--- config.mk ---
export PLATFORM = sky130hd
export DESIGN_NAME = call_panel
export DESIGN_NICKNAME = d
export VERILOG_FILES = /design/src/rtl/elevator_pkg.sv /design/src/rtl/button_debounce.sv /design/src/rtl/call_panel.sv
export SDC_FILE = /design/constraint.sdc
export NUM_CORES = 1
export LEC_CHECK = 0
export BUFFER_PORTS_ARGS = -buffer_cell sky130_fd_sc_hd__buf_2
export CORE_ASPECT_RATIO = 1.2
export CORE_MARGIN = 5
export CORE_UTILIZATION = 45
export CTS_CLUSTER_DIAMETER = 50
export DETAILED_ROUTE_END_ITERATION = 10
export MAX_ROUTING_LAYER = met4
export PLACE_DENSITY = 0.7
export RECOVER_POWER = 50
export SLEW_MARGIN = 20
export SYNTH_ARGS = -nofsm -noshare
export SYNTH_HDL_FRONTEND = slang
export SYNTH_SLANG_ARGS = --single-unit
--- constraint.sdc ---
create_clock -name clk -period 1.6 [get_ports clk]
set_input_delay 0.08 -clock clk [delete_from_list [all_inputs] [get_ports clk]]
set_output_delay 0.08 -clock clk [all_outputs]
set_load 0.01 [all_outputs]
--- src/rtl/elevator_pkg.sv ---
// Shared definitions for the elevator front-end panel.
//   FLOORS_DEFAULT : default number of floors (width of every request vector)
//   FLOOR_W        : width of a binary floor index for the default floor count
//   chime_state_e  : arrival chime FSM states
package elevator_pkg;

    localparam int FLOORS_DEFAULT = 8;
    localparam int FLOOR_W        = $clog2(FLOORS_DEFAULT);

    typedef enum logic [0:0] {
        IDLE = 1'b0,
        RING = 1'b1
    } chime_state_e;

endpackage

--- src/rtl/button_debounce.sv ---
// One push-button input conditioner: a 2-flop synchronizer followed by a
// debounce counter that only accepts a new level after it has been seen for
// DEBOUNCE_CYCLES consecutive synchronized cycles.
// Ports:
//   clk     : rising-edge clock
//   reset   : asynchronous active-low reset
//   btn_raw : raw asynchronous button level (1 = pressed)
//   rise    : one-cycle registered pulse when a press (0->1) is accepted
module button_debounce #(
    parameter int DEBOUNCE_CYCLES = 4
) (
    input  logic clk,
    input  logic reset,
    input  logic btn_raw,
    output logic rise
);

    localparam int CNT_W = $clog2(DEBOUNCE_CYCLES);
    localparam logic [CNT_W-1:0] CNT_LAST = CNT_W'(DEBOUNCE_CYCLES - 1);

    logic [1:0]       sync_q,  sync_d;
    logic [CNT_W-1:0] cnt_q,   cnt_d;
    logic             level_q, level_d;
    logic             rise_q,  rise_d;

    // Synchronizer chain, disagreement counter, accepted level and rise flag
    always_ff @(posedge clk or negedge reset) begin
        if (!reset) begin
            sync_q  <= 2'b00;
            cnt_q   <= '0;
            level_q <= 1'b0;
            rise_q  <= 1'b0;
        end else begin
            sync_q  <= sync_d;
            cnt_q   <= cnt_d;
            level_q <= level_d;
            rise_q  <= rise_d;
        end
    end

    // Count cycles the synchronized level disagrees with the accepted one;
    // the edge that would make the count reach DEBOUNCE_CYCLES flips the level.
    always_comb begin
        sync_d  = {sync_q[0], btn_raw};
        cnt_d   = '0;
        level_d = level_q;
        rise_d  = 1'b0;
        if (sync_q[1] != level_q) begin
            if (cnt_q == CNT_LAST) begin
                level_d = sync_q[1];
                rise_d  = sync_q[1];
                cnt_d   = '0;
            end else begin
                cnt_d = cnt_q + 1'b1;
            end
        end else begin
            cnt_d = '0;
        end
    end

    assign rise = rise_q;

endmodule

--- src/rtl/call_panel.sv ---
// Elevator front-end panel: debounces car / hall-up / hall-down buttons into
// single-cycle request pulses, drives button lamps from the controller's
// pending vectors plus a short local hold, and decodes the one-hot floor
// vector into a binary indicator with an arrival chime.
// Ports:
//   clk, reset                 : clock, asynchronous active-low reset
//   btn_eb/btn_up/btn_down     : raw buttons, FLOORS bits each
//   in_eb/in_up/in_down        : one-cycle request pulses to the controller
//   q                          : controller current floor (one-hot)
//   q_eb/q_up/q_down           : controller pending-request vectors
//   lamp_eb/lamp_up/lamp_down  : button lamps
//   floor_bin, floor_valid     : binary floor index and one-hot validity
//   chime                      : arrival chime
module call_panel
    import elevator_pkg::*;
#(
    parameter int FLOORS          = FLOORS_DEFAULT,
    parameter int DEBOUNCE_CYCLES = 4,
    parameter int ACK_CYCLES      = 4,
    parameter int CHIME_CYCLES    = 20
) (
    input  logic                      clk,
    input  logic                      reset,
    input  logic [FLOORS-1:0]         btn_eb,
    input  logic [FLOORS-1:0]         btn_up,
    input  logic [FLOORS-1:0]         btn_down,
    output logic [FLOORS-1:0]         in_eb,
    output logic [FLOORS-1:0]         in_up,
    output logic [FLOORS-1:0]         in_down,
    input  logic [FLOORS-1:0]         q,
    input  logic [FLOORS-1:0]         q_eb,
    input  logic [FLOORS-1:0]         q_up,
    input  logic [FLOORS-1:0]         q_down,
    output logic [FLOORS-1:0]         lamp_eb,
    output logic [FLOORS-1:0]         lamp_up,
    output logic [FLOORS-1:0]         lamp_down,
    output logic [$clog2(FLOORS)-1:0] floor_bin,
    output logic                      floor_valid,
    output logic                      chime
);

    localparam int NB = 3 * FLOORS;
    localparam int FW = $clog2(FLOORS);
    localparam int AW = $clog2(ACK_CYCLES + 1);
    localparam int CW = $clog2(CHIME_CYCLES + 1);

    localparam logic [AW-1:0] ACK_LOAD   = AW'(ACK_CYCLES - 1);
    localparam logic [CW-1:0] CHIME_LOAD = CW'(CHIME_CYCLES);

    // No "up" call exists on the top floor and no "down" call on the bottom.
    localparam logic [FLOORS-1:0] EB_OK   = {FLOORS{1'b1}};
    localparam logic [FLOORS-1:0] UP_OK   = {1'b0, {(FLOORS - 1){1'b1}}};
    localparam logic [FLOORS-1:0] DOWN_OK = {{(FLOORS - 1){1'b1}}, 1'b0};
    localparam logic [NB-1:0]     BTN_OK  = {DOWN_OK, UP_OK, EB_OK};

    function automatic logic is_onehot(input logic [FLOORS-1:0] v);
        return (v != '0) && ((v & (v - 1'b1)) == '0);
    endfunction

    function automatic logic [FW-1:0] onehot_index(input logic [FLOORS-1:0] v);
        logic [FW-1:0] idx;
        idx = '0;
        for (int i = 0; i < FLOORS; i++) begin
            idx = idx | (v[i] ? FW'(i) : '0);
        end
        return idx;
    endfunction

    logic [NB-1:0]          btn_all_s;
    logic [NB-1:0]          req_all_s;
    logic [NB-1:0]          rise_s;
    logic [NB-1:0]          lamp_s;
    logic [NB-1:0]          pulse_q, pulse_d;
    logic [NB-1:0]          hold_q,  hold_d;
    logic [NB-1:0][AW-1:0]  ack_cnt_q, ack_cnt_d;

    logic [FW-1:0]          floor_bin_q, floor_bin_d;
    logic                   floor_valid_q, floor_valid_d;
    logic [FW-1:0]          last_bin_q, last_bin_d;
    logic                   have_last_q, have_last_d;
    logic                   arrival_s;
    chime_state_e           state_q, state_d;
    logic [CW-1:0]          chime_cnt_q, chime_cnt_d;

    assign btn_all_s = {btn_down, btn_up, btn_eb};
    assign req_all_s = {q_down, q_up, q_eb};

    for (genvar b = 0; b < NB; b++) begin : g_btn
        button_debounce #(
            .DEBOUNCE_CYCLES(DEBOUNCE_CYCLES)
        ) u_debounce (
            .clk    (clk),
            .reset  (reset),
            .btn_raw(btn_all_s[b]),
            .rise   (rise_s[b])
        );
    end

    // Request pulses, lamp hold flags and their acknowledge timers
    always_ff @(posedge clk or negedge reset) begin
        if (!reset) begin
            pulse_q   <= '0;
            hold_q    <= '0;
            ack_cnt_q <= '0;
        end else begin
            pulse_q   <= pulse_d;
            hold_q    <= hold_d;
            ack_cnt_q <= ack_cnt_d;
        end
    end

    // Drop presses the controller already holds (press is still consumed);
    // the hold flag bridges the lamp until the controller shows the request.
    always_comb begin
        pulse_d   = rise_s & BTN_OK & ~req_all_s;
        hold_d    = hold_q;
        ack_cnt_d = ack_cnt_q;
        for (int b = 0; b < NB; b++) begin
            if (pulse_d[b]) begin
                hold_d[b]    = 1'b1;
                ack_cnt_d[b] = ACK_LOAD;
            end else if (hold_q[b] && (req_all_s[b] || (ack_cnt_q[b] == '0))) begin
                hold_d[b]    = 1'b0;
                ack_cnt_d[b] = '0;
            end else if (hold_q[b]) begin
                ack_cnt_d[b] = ack_cnt_q[b] - 1'b1;
            end else begin
                ack_cnt_d[b] = ack_cnt_q[b];
            end
        end
    end

    // Lamps are forced dark while reset is held, even if the controller is driving requests.
    assign lamp_s = reset ? ((req_all_s | hold_q) & BTN_OK) : '0;

    assign {in_down, in_up, in_eb}       = pulse_q;
    assign {lamp_down, lamp_up, lamp_eb} = lamp_s;

    // Floor indicator, last-valid-floor memory and chime FSM state
    always_ff @(posedge clk or negedge reset) begin
        if (!reset) begin
            floor_bin_q   <= '0;
            floor_valid_q <= 1'b0;
            last_bin_q    <= '0;
            have_last_q   <= 1'b0;
            state_q       <= IDLE;
            chime_cnt_q   <= '0;
        end else begin
            floor_bin_q   <= floor_bin_d;
            floor_valid_q <= floor_valid_d;
            last_bin_q    <= last_bin_d;
            have_last_q   <= have_last_d;
            state_q       <= state_d;
            chime_cnt_q   <= chime_cnt_d;
        end
    end

    // Floor decode and chime next-state; the first valid floor after reset
    // has nothing to compare against and so always chimes.
    always_comb begin
        floor_valid_d = is_onehot(q);
        if (floor_valid_d) begin
            floor_bin_d = onehot_index(q);
        end else begin
            floor_bin_d = floor_bin_q;
        end

        arrival_s = floor_valid_q && (!have_last_q || (floor_bin_q != last_bin_q));

        last_bin_d  = last_bin_q;
        have_last_d = have_last_q;
        if (floor_valid_q) begin
            last_bin_d  = floor_bin_q;
            have_last_d = 1'b1;
        end else begin
            last_bin_d  = last_bin_q;
            have_last_d = have_last_q;
        end

        state_d     = state_q;
        chime_cnt_d = chime_cnt_q;
        if (arrival_s) begin
            state_d     = RING;
            chime_cnt_d = CHIME_LOAD;
        end else begin
            case (state_q)
                IDLE: begin
                    state_d     = IDLE;
                    chime_cnt_d = '0;
                end
                RING: begin
                    if (chime_cnt_q <= CW'(1)) begin
                        state_d     = IDLE;
                        chime_cnt_d = '0;
                    end else begin
                        state_d     = RING;
                        chime_cnt_d = chime_cnt_q - 1'b1;
                    end
                end
                default: begin
                    state_d     = IDLE;
                    chime_cnt_d = '0;
                end
            endcase
        end
    end

    assign floor_bin   = floor_bin_q;
    assign floor_valid = floor_valid_q;
    assign chime       = (state_q == RING);

endmodule

Word-level counts from Yosys, hierarchy flattened
Index checks and enable logic that the tools add are counted.
{ "op_classes": {"muxes": 222, "bitwise": 11, "eq_ne": 45, "n_reduce_logical": 148, "add_sub_neg": 48, "order_cmp": 1} }
{ "op_table": {"columns": ["cell", "n"], "rows": [
  ["$mux 3", 76],
  ["$mux 1", 95],
  ["$mux 2", 46],
  ["$logic_not 3->1", 24],
  ["$reduce_bool 3->1", 24],
  ["$sub 3x1->3 const B", 24],
  ["$reduce_bool 2->1", 24],
  ["$add 2x1->2 const B", 22],
  ["$eq 2x2->1 const B", 22],
  ["$reduce_and 2->1", 22],
  ["$logic_and 1x1->1", 26],
  ["$logic_or 1x1->1", 25],
  ["$and 24x24->24", 1],
  ["$mux 24", 1],
  ["$not 24->24", 1],
  ["$or 24x24->24", 1],
  ["$ne 1x1->1", 22],
  ["$mux 5", 2],
  ["$pmux 5 s2", 1],
  ["$or 3x3->3", 3],
  ["$and 8x8->8", 1],
  ["$logic_not 8->1", 1],
  ["$reduce_bool 8->1", 1],
  ["$sub 8x1->8 const B", 1],
  ["9 further kinds", 9]
]} }
{ "totals": {"out_inout_bits": 53, "inputBits": 58, "regBits": 266} }

Longest topological paths before layout
{ "depth": {"word_depth": 7, "depth_mapped": 7} }

Cells and area by module
Synthesis repeated with hierarchy kept, for this count alone.
{ "unflattened": {"hier_cells": 865, "area_unflattened_um2": 10512.6} }
{ "by_module_without_submodules": {"columns": ["mod", "cells_each", "area_each_um2", "n_inst"], "rows": [
  ["call_panel", 601, 5915.7, 1],
  ["button_debounce", 12, 209.0, 22]
]} }

Least setup slack after synthesis
OpenSTA, ideal clock, no wires.
{ "synth_path": {"path_kind": "register to register", "startpoint": "register ack_cnt_q[0] (netlist name)", "endpoint": "register ack_cnt_q[2] (netlist name)", "slack_ns": 0.147, "required_time_ns": 1.505, "arrival_time_ns": 1.357, "setup_ns": 0.095, "period_less_slack_ns": 1.453, "path_buffers": 0, "stages_incl_launch_ff": 6, "cell_sequence": "dfrtp_1 inv_1 ha_1 ha_1 or4_1 o31ai_1"} }
{ "synth_between": {"elab_chain_len": 5} }
{ "synth_lines": {"columns": ["item", "line_no", "source"], "rows": [
  ["start, declared", "call_panel.sv:75", "logic [NB-1:0][AW-1:0] ack_cnt_q, ack_cnt_d;"],
  ["start signal, assigned", "call_panel.sv:108", "ack_cnt_q <= ack_cnt_d;"],
  ["parallel branches: the longest is 5 deep, another holds $sub 3x1->3", null, null]
]} }
Parallel ways; which one is timed is not known. The select of a mux whose other input is x is not followed.
A chain may end at the register's enable or synchronous reset.

Worst setup path in the final report
Ends and elaborated chain as after synthesis.

==> results_dict.tcl <==
set metrics [dict create \
    drtIter0Drc 218 \
    p_seq_share_pct 46.5 \
    insertion_delay_ns 0.51 \
    antenna_found_initial 1 \
    tightest_slew_ns 1.12 \
    hold_class "input port to register" \
    finalWorstSetupSlack_ns 0.0806 \
    cp-end-kind "register" \
    routedWlPerCell_microns 12.4 \
    cts_made_buffers 26 \
    status "finished, final reports clean" \
    p_sw_mw 5.41 \
    grt_max_degree 43 \
    p_int_mw 13.8 \
    setup_violations 0 \
    worstPathRequired_ns 2.02 \
    nFillCells 1896 \
    die-area_sq_mm 0.0263 \
    drtPass1Iterations 5 \
    ys_top_cells_by_area "dfrtp_1 62%, ha_1 8.2%, nor2_1 4.3%, inv_1 3.8%, o22ai_1 2.6%" \
    synth_top_area_share_pct 61.6 \
    yosysTopAreaCell "dfrtp_1" \
    vias 6918 \
    synthCells 898 \
    power_density_mw_per_mm2 1490 \
    areaGrowthSynthToFinish_pct 23.9 \
    syn_area_sq_mm 0.0104 \
    seq_area_frac_synth_pct 61.6 \
    r2r-start "ack_cnt_q[0]" \
    grt-ovfl-total 0 \
    clk_pin_slew_worst_paths_ns 0.06 \
    ant_nets 0 \
    r2r_slack_ns 0.08 \
    whs_path_depth 4 \
    setup_tns_ns 0 \
    yosysWarnings 0 \
    skew_ns 0.00747 \
    hold_viol_final 0 \
    ir_drop_v 0.000831 \
    fp.coreArea_sq_mm 0.0230 \
    avgSynthCellArea_sq_um 11.6 \
    grt.total_usage_pct 13.8 \
    portBuffers 102 \
    cts_max_level 1 \
    r2r_cells 6 \
    min-delay-start "q[7]" \
    top_level_ports 111 \
    cp_data_arrival_time_ns 1.94 \
    start_kind "register" \
    vias_per_cell 4.81 \
    min_to "floor_valid" \
    wl_microns 17800 \
    cts_root_buf "clkbuf_16" \
    timing.rr.end "ack_cnt_q[2]" \
    place_congestion 0.806 \
    initial_core_util_pct 45.3 \
    maxSlewViolCount 0 \
    cts_tree "yes" \
    drive_gt1_share_pct 16.4 \
    combPwrFrac_pct 23.2 \
    period_minus_slack_ns 1.52 \
    clock-sinks 256 \
    post-route-util_pct 56.1 \
    postCtsSetupBuffers 0 \
    clock.fmax_mhz 658 \
    post-route-period-util_pct 95.0 \
    place_worst_setup_slack_ns 0.0437 \
    die_h_microns 177 \
    grt_pass1_vias 6986 \
    clockPowerShare_pct 30.2 \
    nets 1230 \
    worstSetupPathType "register to register" \
    synth.distinct_cells 41 \
    dp_hpwl_microns 12100 \
    p_leak_nw 6.43 \
    drc 0 \
    rows 61 \
    cp_max_fo 4 \
    ys_ff_latch 256 \
    swShare_pct 28.2 \
    die_w_microns 149 \
    cts_buffer_depth 3 \
    relSlewSlack_pct 25.6 \
    grt_pass1_wl_microns 30200 \
    cap_viol_max_count 0 \
]
power groups by stage:
stage	Clock [mW]	Combinational (mW)	Sequential, mW
after floorplan	0	3.27	8.89
after global placement	0	4.06	8.99
after CTS	6.02	4.46	8.96
final	5.82	4.47	8.95
after global routing	6.29	5.35	9.14
after detailed placement	0	4.33	9.07
cells in the mapped netlist:
cell type,n
dfrtp_1,256
nor2_1,119
inv_1,106
ha_1,68
a21oi_1,44
o22ai_1,44
nor2b_1,32
nand2_1,27
o21ai_0,27
o21a_1,22
xor2_1,17
mux2_2,13
xnor2_1,13
and2_1,12
nand2b_1,12
nor3b_1,12
o31ai_1,12
or4_1,12
nor3_1,11
and3b_1,10
buf_4,4
o41ai_1,3
a211oi_1,2
or2_2,2
or4_4,2
a2111oi_0,1
a21boi_1,1
a21o_2,1
a22oi_1,1
a32oi_1,1
buf_1,1
clkbuf_1,1
clkbuf_2,1
conb_1,1
mux2i_1,1
nor3_2,1
nor4_1,1
o211ai_1,1
o21ba_2,1
o32a_2,1
or3_1,1
flip-flops by register name, summed over array words and instances (netlist names), 3 cells and up:
signal and flops:
hold_q 22, floor_bin 3, chime_cnt_q 5, ack_cnt_q 66
last_bin_q 3, pulse_q 22, g_btn.u_debounce.level_q 22, g_btn.u_debounce.cnt_q 44
g_btn.u_debounce.sync_q 44, g_btn.u_debounce.rise 22
critical path, cell delays in order (launching register included):
cell      delay (ns)
dfrtp_1         0.34
inv_1           0.06
ha_1            0.20
ha_1            0.17
nand2b_1        0.18
or4_1           0.41
o31ai_1         0.07
cell usage in the layout, fill, tap and decap left out, types with 12 or more instances in the layout:
cell and instances:
nor3b_1 12, and2_1 12, o22ai_1 44, xor2_1 17, dfrtp_1 256, clkbuf_16 27, o21a_1 22, inv_1 106
buf_2 99, nor2_1 119, o31ai_1 12, o21ai_0 27, dlygate4sd3_1 56, xnor2_1 13, nand2_1 27, mux2_2 13
or4_1 12, nor2b_1 32, ha_1 68, clkbuf_1 16, a21oi_1 44
kinds of logic (layout without fill, tap and decap cells):
kind of cell               Yosys count  count (layout)  synth area share (%)
DFF                                256             256                  61.6
and+or+nand+nor                    254             254                  12.3
AOI/OAI and AO/OA                  162             162                  9.59
buffers and inverters              113             333                  4.24
adders and majority gates           68              68                  8.18
xor gates and xnor gates            30              30                  2.53
muxes                               14              14                  1.50
other                                1               5                0.0361
repair_timing:
action | 4_1_cts | 5_1_grt
hold buffers | 51 | 6
setup endpoints to repair | 0 | 22
endpoints found under the hold margin | 391 | 16
resized for setup | 0 | 11
worst max path at each step:
stage	from	slack [ns]	endpoint	depth (start not counted)
4_1_cts	ack_cnt_q[51]	0.03	ack_cnt_q[53]	6
3_5_place_dp	ack_cnt_q[51]	0.04	ack_cnt_q[53]	6
5_1_grt	chime_cnt_q[1]	-0.02	chime_cnt_q[3]	7
6_report	ack_cnt_q[0]	0.08	ack_cnt_q[2]	6
2_1_floorplan	ack_cnt_q[0]	0.15	ack_cnt_q[2]	5
3_3_place_gp	ack_cnt_q[6]	0.11	ack_cnt_q[8]	6
layer usage:
metal / global-route usage [%] / part of all wire, % / vias to the layer above
li1: - / - / 3431
met1: 16.6 / 44 / 3349
met2: 24.2 / 50 / 100
met3: 2.11 / 3.7 / 38
met4: 4.04 / 2.4 / 0
met5: - / 0 / -
metrics by stage:
step | instances | total power, mW | cell area (sq um) | hold slack (ns)
after floorplan | 901 | 12.2 | 10400 | -0.216
after global placement | 1333 | 13.1 | 11500 | -0.00134
after detailed placement | 1333 | 13.4 | 11500 | -0.00430
after CTS | 1429 | 19.4 | 12800 | 0.00980
after global routing | 1437 | 20.8 | 12900 | 0.0612
final | 1437 | 19.2 | 12900 | 0.0376
area by class of cell:
class	count	area, sq um	area share [%]
tap	315	394	3.06
timing repair buffer	182	1220	9.49
inverter	106	398	3.09
antenna	1	2.50	0.0194
clock buffer	36	749	5.82
multi-input combinational	532	3630	28.2
sequential	256	6410	49.7
clock inverter	9	85.1	0.660
Note: power is estimated with default switching activity, not from simulation.
